`config.mk`:
```
export PLATFORM = sky130hd
export DESIGN_NAME = janus_cube_tile_sched
export DESIGN_NICKNAME = d
export VERILOG_FILES = /design/src/rtl/janus_cube_tile_sched.sv
export SDC_FILE = /design/constraint.sdc
export NUM_CORES = 1
export LEC_CHECK = 0
export CORE_MARGIN = 2
export CORE_UTILIZATION = 45
export DETAILED_ROUTE_END_ITERATION = 6
export HOLD_SLACK_MARGIN = 0.15
export PLACE_DENSITY = 0.66
export SLEW_MARGIN = 20
export SYNTH_ARGS = -nofsm -noshare
export SYNTH_HDL_FRONTEND = slang
export SYNTH_SLANG_ARGS = --single-unit
```
`constraint.sdc`:
```
create_clock -name clk -period 9.4 [get_ports clk]
set_input_delay 1.88 -clock clk [delete_from_list [all_inputs] [get_ports clk]]
set_output_delay 1.88 -clock clk [all_outputs]
set_load 0.1 [all_outputs]
```
`src/rtl/janus_cube_tile_sched.sv`:
```
// janus_cube_tile_sched: latches a MATMUL (M,K,N), issues one PE uop per (m,n,k) tile,
// waits for L0A/L0B entries, drains the PE pipeline and reports done with a cycle count.
module janus_cube_tile_sched #(
    parameter int ARRAY_SIZE = 16,
    parameter int DIM_W      = 16,
    parameter int L0_ENTRIES = 64,
    parameter int PIPE_LAT   = 3,
    parameter int CNT_W      = 32,
    localparam int IDX_W     = $clog2(L0_ENTRIES)
) (
    input  logic                  clk,
    input  logic                  rst_n,
    input  logic                  clear,
    input  logic                  inst_valid,
    output logic                  inst_ready,
    input  logic [DIM_W-1:0]      inst_m,
    input  logic [DIM_W-1:0]      inst_k,
    input  logic [DIM_W-1:0]      inst_n,
    input  logic                  start,
    input  logic [L0_ENTRIES-1:0] l0a_valid,
    input  logic [L0_ENTRIES-1:0] l0b_valid,
    output logic                  uop_valid,
    input  logic                  uop_ready,
    output logic [IDX_W-1:0]      uop_a_idx,
    output logic [IDX_W-1:0]      uop_b_idx,
    output logic [DIM_W-1:0]      uop_mi,
    output logic [DIM_W-1:0]      uop_ni,
    output logic                  uop_first_k,
    output logic                  uop_last_k,
    output logic                  busy,
    output logic                  done,
    output logic                  err,
    output logic [CNT_W-1:0]      perf_cycles
);
    localparam int LOG2_AS = $clog2(ARRAY_SIZE);
    localparam int TW      = DIM_W + 1;
    localparam int PW      = 2 * TW;
    localparam int DCW     = PIPE_LAT > 1 ? $clog2(PIPE_LAT) : 1;

    typedef enum logic [2:0] {IDLE, LOADED, ISSUE, DRAIN, DONE} state_t;

    state_t           state, state_d;
    logic [TW-1:0]    m_tiles, k_tiles, n_tiles;
    logic [TW-1:0]    tm_in, tk_in, tn_in;
    logic [DIM_W-1:0] mi, ni, ki;
    logic [DCW-1:0]   dcnt;
    logic [PW-1:0]    mk, kn;
    logic             inst_acc, go, bad, hs, lk, ln, lm, drained;

    // Tile counts are widened by one bit so a near-max dimension cannot wrap to zero.
    assign tm_in = ({1'b0, inst_m} + TW'(ARRAY_SIZE - 1)) >> LOG2_AS;
    assign tk_in = ({1'b0, inst_k} + TW'(ARRAY_SIZE - 1)) >> LOG2_AS;
    assign tn_in = ({1'b0, inst_n} + TW'(ARRAY_SIZE - 1)) >> LOG2_AS;

    assign mk  = PW'(m_tiles) * PW'(k_tiles);
    assign kn  = PW'(k_tiles) * PW'(n_tiles);
    assign bad = (m_tiles == '0) | (k_tiles == '0) | (n_tiles == '0) |
                 (mk > PW'(L0_ENTRIES)) | (kn > PW'(L0_ENTRIES));

    assign inst_ready = (state == IDLE) | (state == LOADED) | (state == DONE);
    assign busy       = (state == ISSUE) | (state == DRAIN);
    assign done       = state == DONE;
    assign inst_acc   = inst_valid & inst_ready;
    assign go         = (state == LOADED) & start & ~inst_acc;

    assign lk      = TW'(ki) == k_tiles - TW'(1);
    assign ln      = TW'(ni) == n_tiles - TW'(1);
    assign lm      = TW'(mi) == m_tiles - TW'(1);
    assign drained = dcnt == DCW'(PIPE_LAT - 1);

    // L0 indices only need the low IDX_W bits, so the product is formed modulo 2^IDX_W.
    assign uop_a_idx   = IDX_W'(mi) * IDX_W'(k_tiles) + IDX_W'(ki);
    assign uop_b_idx   = IDX_W'(ki) * IDX_W'(n_tiles) + IDX_W'(ni);
    assign uop_mi      = mi;
    assign uop_ni      = ni;
    assign uop_first_k = (state == ISSUE) & (ki == '0);
    assign uop_last_k  = (state == ISSUE) & lk;
    assign uop_valid   = (state == ISSUE) & l0a_valid[uop_a_idx] & l0b_valid[uop_b_idx];
    assign hs          = uop_valid & uop_ready;

    always_comb begin
        state_d = state;
        case (state)
            IDLE:    state_d = inst_acc ? LOADED : IDLE;
            LOADED:  state_d = inst_acc ? LOADED : start ? (bad ? DONE : ISSUE) : LOADED;
            ISSUE:   state_d = (hs & lk & ln & lm) ? DRAIN : ISSUE;
            DRAIN:   state_d = drained ? DONE : DRAIN;
            DONE:    state_d = inst_acc ? LOADED : DONE;
            default: state_d = IDLE;
        endcase
        if (clear) state_d = IDLE;
    end

    always_ff @(posedge clk or negedge rst_n) begin
        if (!rst_n) begin
            state       <= IDLE;
            m_tiles     <= '0;
            k_tiles     <= '0;
            n_tiles     <= '0;
            mi          <= '0;
            ni          <= '0;
            ki          <= '0;
            dcnt        <= '0;
            err         <= 1'b0;
            perf_cycles <= '0;
        end else if (clear) begin
            state       <= IDLE;
            m_tiles     <= '0;
            k_tiles     <= '0;
            n_tiles     <= '0;
            mi          <= '0;
            ni          <= '0;
            ki          <= '0;
            dcnt        <= '0;
            err         <= 1'b0;
            perf_cycles <= '0;
        end else begin
            state <= state_d;
            if (inst_acc) begin
                m_tiles <= tm_in;
                k_tiles <= tk_in;
                n_tiles <= tn_in;
                err     <= 1'b0;
            end
            if (go) begin
                err <= bad;
                if (!bad) begin
                    mi          <= '0;
                    ni          <= '0;
                    ki          <= '0;
                    perf_cycles <= '0;
                end
            end else if (busy) perf_cycles <= perf_cycles + CNT_W'(1);
            if (hs) begin
                ki <= lk ? '0 : ki + DIM_W'(1);
                ni <= lk ? (ln ? '0 : ni + DIM_W'(1)) : ni;
                mi <= (lk & ln) ? (lm ? '0 : mi + DIM_W'(1)) : mi;
            end
            dcnt <= (state == DRAIN) ? dcnt + DCW'(1) : '0;
        end
    end
endmodule

```
# After elaboration in Yosys (flattened, before gate mapping)
# Index checks and enable logic that the tools add are counted.
# totals
output_inout_bits	83
register_bits	137
in_bits	182
wordCells	117
# classes
magnitude_cmp	4
n_reduce_logical	13
n_eq_ne	12
n_bitwise	20
addsub	13
mul	4
muxes	41
# op_table
op	count
two-way mux 16 bit	13
two-way mux 32 bit	4
two-way mux 17 bit	6
> comparator 34 x 7 -> 1 bit (second input constant)	2
multiplier 17 x 17 -> 34 bit	2
adder 16 x 4 -> 17 bit (second input constant)	3
equality test 16 x 17 -> 1 bit	3
zero test 17 bit	3
subtractor 17 x 1 -> 17 bit (second input constant)	3
adder 16 x 1 -> 16 bit (second input constant)	3
adder 32 x 1 -> 32 bit (second input constant)	1
two-way mux 3 bit	6
zero test 16 bit	1
case mux 3 bit (5 select lines)	1
less-than comparator 6 x 7 -> 1 bit (second input constant)	2
adder 6 bit	2
bitwise AND 1 bit	12
binary-select mux 1 bit (select 6 bit)	2
multiplier 6 x 6 -> 6 bit	2
!= test 3 x 2 -> 1 bit (second input constant)	3
nonzero test 3 bit	3
two-way mux 1 bit	7
bitwise OR 1 bit	7
equality test 3 x 2 -> 1 bit (second input constant)	2
11 further kinds	14

# Depth between registers and ports, before layout
# Gate-level depths: netlist of run 1.
# depth
depth_word	13
depth_mapped	30
ltp_nobuf	25

# Worst setup path before layout of run 1
# No wires, ideal clock.
# synth_timing
kind	reg-to-output
start	register mi[2] (netlist: uop_mi[2])
end	output port uop_valid
path_buffers	1
path_stages_with_launch	15
t_required_ps	7520
path_slack_ps	648
t_arrival_ps	6872
cell_sequence	dfrtp_1 > clkbuf_1 > and2_1 > fa_1 > ha_1 > ha_1 > inv_1 > fa_1 > inv_1 > ha_1 > xnor2_1 > mux4_2 > mux4_2 > o311ai_1 > inv_1
# synth_between
elab_chain_len	6
# synth_rtl
element	line_no	text
start, declared	45	logic [DIM_W-1:0] mi, ni, ki;
start signal, assigned	137	mi <= (lk & ln) ? (lm ? '0 : mi + DIM_W'(1)) : mi;
multiplier 6 x 6 -> 6 bit	72	assign uop_a_idx = IDX_W'(mi) * IDX_W'(k_tiles) + IDX_W'(ki);
adder 6 bit	72	
net uop_a_idx[3]	24	output logic [IDX_W-1:0] uop_a_idx,
binary-select mux 1 bit (select 6 bit)	78	assign uop_valid = (state == ISSUE) & l0a_valid[uop_a_idx] & l0b_valid[uop_b_idx];
two-way mux 1 bit (not written as such)	78	
bitwise AND 1 bit (2 in a row)	78	
end, declared	22	output logic uop_valid,
# The timed path passes the listed nets, and every way through them passes these cells. The select of a mux whose other input is x is not followed.

# Final worst setup path of run 1
# layout_timing
start	register k_tiles[7]
end	register ki[11]
# layout_between
elab_chain_len	7
elab_cells_between_ends	16
classes_between	1 x add/sub; 2 x mul; 2 x order compare; 2 x eq/ne; 3 x mux; 4 x bitwise; 2 x reduce/logical
# layout_rtl
element	line_no	text
start, declared	43	logic [TW-1:0] m_tiles, k_tiles, n_tiles;
start signal, assigned	121	k_tiles <= tk_in;
branches (longest 7 deep; another with multiplier 17 x 17 -> 34 bit)	--	
end signal, assigned	135	ki <= lk ? '0 : ki + DIM_W'(1);
end, declared	45	
# Parallel ways; which one is timed is not known.
# A chain may end at the register's enable or synchronous reset.

==> impl_metrics.ini, run 1 <==
[status]
outcome = complete, no violations

[grt]
grt_antenna_before_repair = 2
grt_pass1_wl_um = 111000
overflow = 0
grt_pass1_vias = 20859
grt_max_degree = 70
track_usage_pct = 26.3

[sta]
finalCritPeriodShare_pct = 91.7
hold_viol_final = 0
setup_viol = 0
tightest_slew_ns = 1.19
skew_ns = 0.0159
rsz0062_at_grt = no
fin_tns_setup_ns = 0
drv_slew = 0
period_needed_ns = 8.62
slew_headroom_pct = 20.7
max_freq_ghz = 0.116

[setup_path]
startpoint_type = register
worst-setup-path-type = reg -> reg
reg2reg_slack_ns = 0.78
slowest_delay_ns = 0.91
critPathMaxFanout = 21
worstSetupEndpointType = register
path_depth = 23
crit_arrival_ns = 8.99
r2r_end = ki[11]
crit_top_cell = fa_1
slowest_stage = dfrtp_1
crit_family = adder cells
crit_buf_inv = 4
rr_worst_depth = 23
r2r_start = k_tiles[7]
required_ns = 9.77
crit_chain = nand2_1 -> fa_1 -> fa_1 -> fa_1 -> inv_1 -> ha_1 -> fa_1 -> inv_1 -> fa_1 -> inv_1 -> ha_1 -> and2_4 -> or4_4 -> o21ai_2 -> nand2_2 -> xor2_1 -> or4b_1 -> or4_4 -> nor4_4 -> nor3b_2 -> buf_4 -> or4_1 -> a21boi_1

[power_and_ir_drop]
switchingPower_uw = 928
p_seq_share_pct = 27.4
power_density_nw_per_um2 = 82.7
p_int_mw = 1.30
pwr-share-clk_pct = 29.2
leakage_nw = 12.8
vdd_drop_max_mv = 0.134
power_frac_comb_pct = 43.4
sw_frac_of_total_pct = 41.6

[yosys]
syn_inst = 2771
synth_edf_count = 0
yosys.area_share.adder_pct = 35.3
synthFlopType = dfrtp_1
yosysTopAreaCell = fa_1
yosysMostFrequentCell = inv_1
synth_top_area_share_pct = 22.2
synth-compound-area-share_pct = 9.66
synth_nets = 3456
synth_mux_area_share_pct = 4.49
synth-simple-area-share_pct = 20.7
yosysWarnings = 0
ys_ff_latch = 125
yosysUniqueCellTypes = 82
synthesis.area_um2 = 23300
synthTopCellsByCount = inv_1, nand2_1, fa_1, ha_1, and2_1
syn_area_per_cell_um2 = 8.40
synth_xor_xnor_area_share_pct = 6.01
yosysSeqAreaShare_pct = 13.4
async_reset_ff_share_pct = 100
synth_top_family_by_area = adder cells
synth.area.top_cells = fa_1, dfrtp_1, ha_1

[routing]
met1_length_um = 28600
drt_iter0_markers = 1337
via_per_inst = 5.50
wl_met2_um = 34600
topRoutingLayerUsed = met5
routed-wl-met3_um = 3680
drcViolationCount = 0
firstDrtPassIters = 5
vias = 19928
wl_um = 69200
ant_nets = 0
wire_per_inst_um = 19.1

[clock_tree]
cts.clk_slew.worst_paths_ns = 0.07
cts.sinks = 125
cts_tree = yes
cts_root_buf = clkbuf_16
cts_hold_buf = 0
postCtsSetupRepairBufs = 0
cts-resized-gates = 0
numCtsBuffers = 17
clockBufferDepth = 2
clk_latency_ns = 0.45
htree_levels = 4

[die]
row_count = 83
chipHeight_um = 231
ios = 265
die_area_um2 = 53600
core_area_um2 = 51200
initial_core_util_pct = 45.5
die_w_um = 231

[worst_hold_path]
min_path_cells = 1
holdPathEnd = dcnt[0]
worst_hold_startpoint = dcnt[0]
worstHoldPathType = reg -> reg

[run]
maxCapViolCount = 0

[layout]
fin_util_pct = 52.7
fillCellCount = 4728
nets = 3614
drive_above_1_share_pct = 4.42
area_delta_synth_final_pct = 15.8

[placement]
dp_hpwl_um = 55900
place_congestion = 0.934
port_buffers = 264
==> logic make-up after synthesis <==
logic type,Yosys count
and+or+nand+nor,957
buffers and inverters,638
adders and majority gates,503
AOI/OAI and AO/OA,345
xor gates and xnor gates,150
DFF,125
muxes,53
==> sequential cells by signal, indices dropped and copies added, names as in the netlist <==
register and flops:
dcnt 2, uop_mi 16, state 3, uop_ni 16, ki 16, k_tiles 13
err 1, n_tiles 13, perf_cycles 32, m_tiles 13
==> power groups by stage <==
stage / registers [mW] / clock network, mW / logic [mW]
floorplan: 0.566 / 0 / 0.711
global placement: 0.617 / 0 / 0.952
detailed placement: 0.619 / 0 / 0.969
CTS: 0.609 / 0.659 / 0.972
global route: 0.614 / 0.681 / 1.10
finish: 0.611 / 0.651 / 0.968
==> metrics by stage <==
step | hold WS (ns) | cell area (um^2) | std cells | setup WS (ns) | power (mW)
after floorplan | 0.408 | 23300 | 2771 | 0.648 | 1.28
after global placement | 0.420 | 26400 | 3590 | 0.941 | 1.57
after detailed placement | 0.426 | 26400 | 3590 | 0.834 | 1.59
after CTS | 0.433 | 27000 | 3622 | 0.822 | 2.24
after global routing | 0.448 | 27000 | 3623 | 0.442 | 2.39
final | 0.432 | 27000 | 3624 | 0.783 | 2.23
==> final cells by class <==
class / instances / area [um^2] / area share, %
Antenna cell: 2 / 5.00 / 0.0186
Clock buffer: 18 / 429 / 1.59
Clock inverter: 14 / 128 / 0.473
Inverter: 480 / 1800 / 6.68
Multi-Input combinational cell: 2008 / 17700 / 65.8
Sequential cell: 125 / 3130 / 11.6
Tap cell: 680 / 851 / 3.15
Timing Repair Buffer: 297 / 2880 / 10.7
==> how the worst max path moves through the flow <==
| stage | startpoint | to |
|---|---|---|
| after CTS | k_tiles[7] | ki[11] |
| after global routing | k_tiles[7] | ki[11] |
| after detailed placement | k_tiles[7] | ki[11] |
| after floorplan | uop_mi[2] | uop_valid |
| final | k_tiles[7] | ki[11] |
| after global placement | k_tiles[3] | ki[9] |
==> cells in the final DEF, fill, tap and decap left out, types with 31 or more instances in the layout <==
| master | synthesis | layout |
|---|---|---|
| ha_1 | 245 | 245 |
| mux4_2 | 41 | 41 |
| xor2_1 | 61 | 61 |
| o21ai_0 | 42 | 42 |
| nand2_1 | 301 | 301 |
| dfrtp_1 | 125 | 125 |
| and3_1 | 48 | 48 |
| nor3_1 | 43 | 43 |
| xnor2_1 | 83 | 83 |
| fa_1 | 258 | 258 |
| a211oi_1 | 50 | 50 |
| and2_1 | 196 | 195 |
| nand3_1 | 52 | 52 |
| clkdlybuf4s50_1 | 0 | 261 |
| inv_1 | 480 | 480 |
| nor2_1 | 168 | 168 |
| a21oi_1 | 87 | 87 |
| o22ai_1 | 31 | 31 |
| buf_4 | 0 | 35 |
==> worst reg2reg max path: stages, from the launching register on <==
cell and delay [ns]:
dfrtp_1 0.91, nand2_1 0.20, fa_1 0.60, fa_1 0.45
fa_1 0.52, inv_1 0.04, ha_1 0.32, fa_1 0.55
inv_1 0.06, fa_1 0.52, inv_1 0.04, ha_1 0.39
and2_4 0.21, or4_4 0.44, o21ai_2 0.24, nand2_2 0.12
xor2_1 0.17, or4b_1 0.51, or4_4 0.52, nor4_4 0.60
nor3b_2 0.23, buf_4 0.25, or4_1 0.50, a21boi_1 0.16
==> routing by layer <==
metal	track usage [%]	up-vias
li1	-	9315
met1	32.5	9866
met2	47.0	646
met3	3.21	99
met4	9.17	2
met5	0	-
(Power assumes the default switching activity.)
==> inputs of run 2 (changes only) <==
- CORE_UTILIZATION: 45 -> 23
- PLACE_DENSITY: 0.66 -> unset
==> impl_metrics.ini, run 2 (same netlist as run 1, synthesis figures left out) <==
[power_and_ir_drop]
sw_frac_of_total_pct = 42.0
p_seq_share_pct = 26.8
power_density_nw_per_um2 = 82.8
pwr-share-clk_pct = 30.8
vdd_drop_max_mv = 0.0921
power_frac_comb_pct = 42.4
leakage_nw = 12.7
p_int_mw = 1.33
switchingPower_uw = 967

[layout]
drive_above_1_share_pct = 4.26
area_delta_synth_final_pct = 19.4
nets = 3606
final_cell_mix = inv_1, nand2_1, clkdlybuf4s50_1, fa_1, ha_1
fin_area_um2 = 27800
final_cells = 4292
largest_register_ffs = 32
top_register = perf_cycles
final_common_cell = inv_1

[clock_tree]
numCtsBuffers = 17
cts_hold_buf = 0
cts-resized-gates = 0
cts_tree = yes
cts.clk_slew.worst_paths_ns = 0.07
clk_latency_ns = 0.46
cts.sinks = 125
htree_levels = 4
postCtsSetupRepairBufs = 0
cts_root_buf = clkbuf_16
clockBufferDepth = 2

[grt]
grt_pass1_wl_um = 114000
track_usage_pct = 13.8
grt_pass1_vias = 20444
grt_max_degree = 70
overflow = 0
grt_antenna_before_repair = 1

[routing]
firstDrtPassIters = 5
drt_iter0_markers = 1107
wire_per_inst_um = 16.5
vias = 19711
via_per_inst = 4.59
wl_um = 70900
drcViolationCount = 0
ant_nets = 0

[die]
chipHeight_um = 322
core_area_um2 = 100000
die_w_um = 322
die_area_um2 = 104000
initial_core_util_pct = 23.2
row_count = 116
ios = 265

[sta]
setup_viol = 0
rsz0062_at_grt = no
slew_headroom_pct = 29.0
tightest_slew_ns = 1.06
setup_slack_ns = 0.972
max_freq_ghz = 0.119
hold_viol_final = 0
period_needed_ns = 8.43
fin_tns_setup_ns = 0
whs_ns = 0.458
finalCritPeriodShare_pct = 89.7
drv_slew = 0
skew_ns = 0.0217

[placement]
place_area_um2 = 27200
dp_slack_ns = 1.10
dp_cells = 4259
dp_hpwl_um = 56300
place_congestion = 0.865
port_buffers = 264

[status]
outcome = complete, no violations

[setup_path]
worstSetupEndpointType = primary output
worst-setup-path-type = reg -> out
slowest_delay_ns = 1.00
crit_arrival_ns = 6.55
slowest_stage = dfrtp_1
required_ns = 7.52
crit_chain = buf_4 -> and2_1 -> fa_1 -> ha_1 -> ha_1 -> inv_1 -> fa_1 -> inv_1 -> ha_1 -> xnor2_1 -> mux4_2 -> mux4_2 -> o311ai_1 -> inv_1 -> buf_4
critPathMaxFanout = 19
startpoint_type = register

[worst_hold_path]
worstHoldPathType = reg -> reg

[run]
maxCapViolCount = 0
## run 2: power by group through the flow
stage | sequential, mW | clock, mW | combinational (mW)
global placement | 0.625 | 0 | 0.965
finish | 0.616 | 0.709 | 0.976
global route | 0.620 | 0.736 | 1.11
detailed placement | 0.626 | 0 | 0.975
floorplan | 0.566 | 0 | 0.711
CTS | 0.616 | 0.721 | 0.981
## run 2: metrics by stage
step,util [%],power (mW)
finish,27.7,2.30
global route,27.7,2.47
CTS,27.7,2.32
detailed placement,27.1,1.60
global placement,27.1,1.59
floorplan,-,1.28
## run 2: final timing paths
path | slack, ns | start | depth (start not counted) | end
max | 0.97 | k_tiles[2] | 15 | uop_valid
min | 0.46 | dcnt[0] | 1 | dcnt[0]
max reg2reg | 1.08 | k_tiles[6] | 24 | uop_mi[15]
min reg2reg | 0.46 | dcnt[0] | 1 | dcnt[0]
max in group asynchronous | 6.37 | rst_n | 2 | n_tiles[4]
min in group asynchronous | 1.55 | rst_n | 1 | perf_cycles[8]
## run 2: layer usage
metal / wire [um] / track usage (%)
met1: 30100 / 17.3
met2: 35600 / 25.0
met3: 3500 / 1.68
met4: 1670 / 3.76
met5: 0 / 0
## run 2: final cells by class
type	instances	area [um^2]
fillers	10819	72500
diodes	1	2.50
inverters	480	1800
well taps	1357	1700
flip-flops and latches	125	3130
clock inverters	15	171
repair buffers	289	2820
multi-input cells	2008	17800
clock buffers	17	425
## run 2: critical path, delay by kind of cell (launching register included)
| kind | cells | cell delay [ns] |
|---|---|---|
| compound gates | 1 | 0.20 |
| mux | 2 | 1.18 |
| flops | 1 | 1.00 |
| fa+ha+maj | 5 | 1.83 |
| buf+inv | 5 | 0.88 |
| simple gates | 1 | 0.20 |
| xor+xnor | 1 | 0.81 |
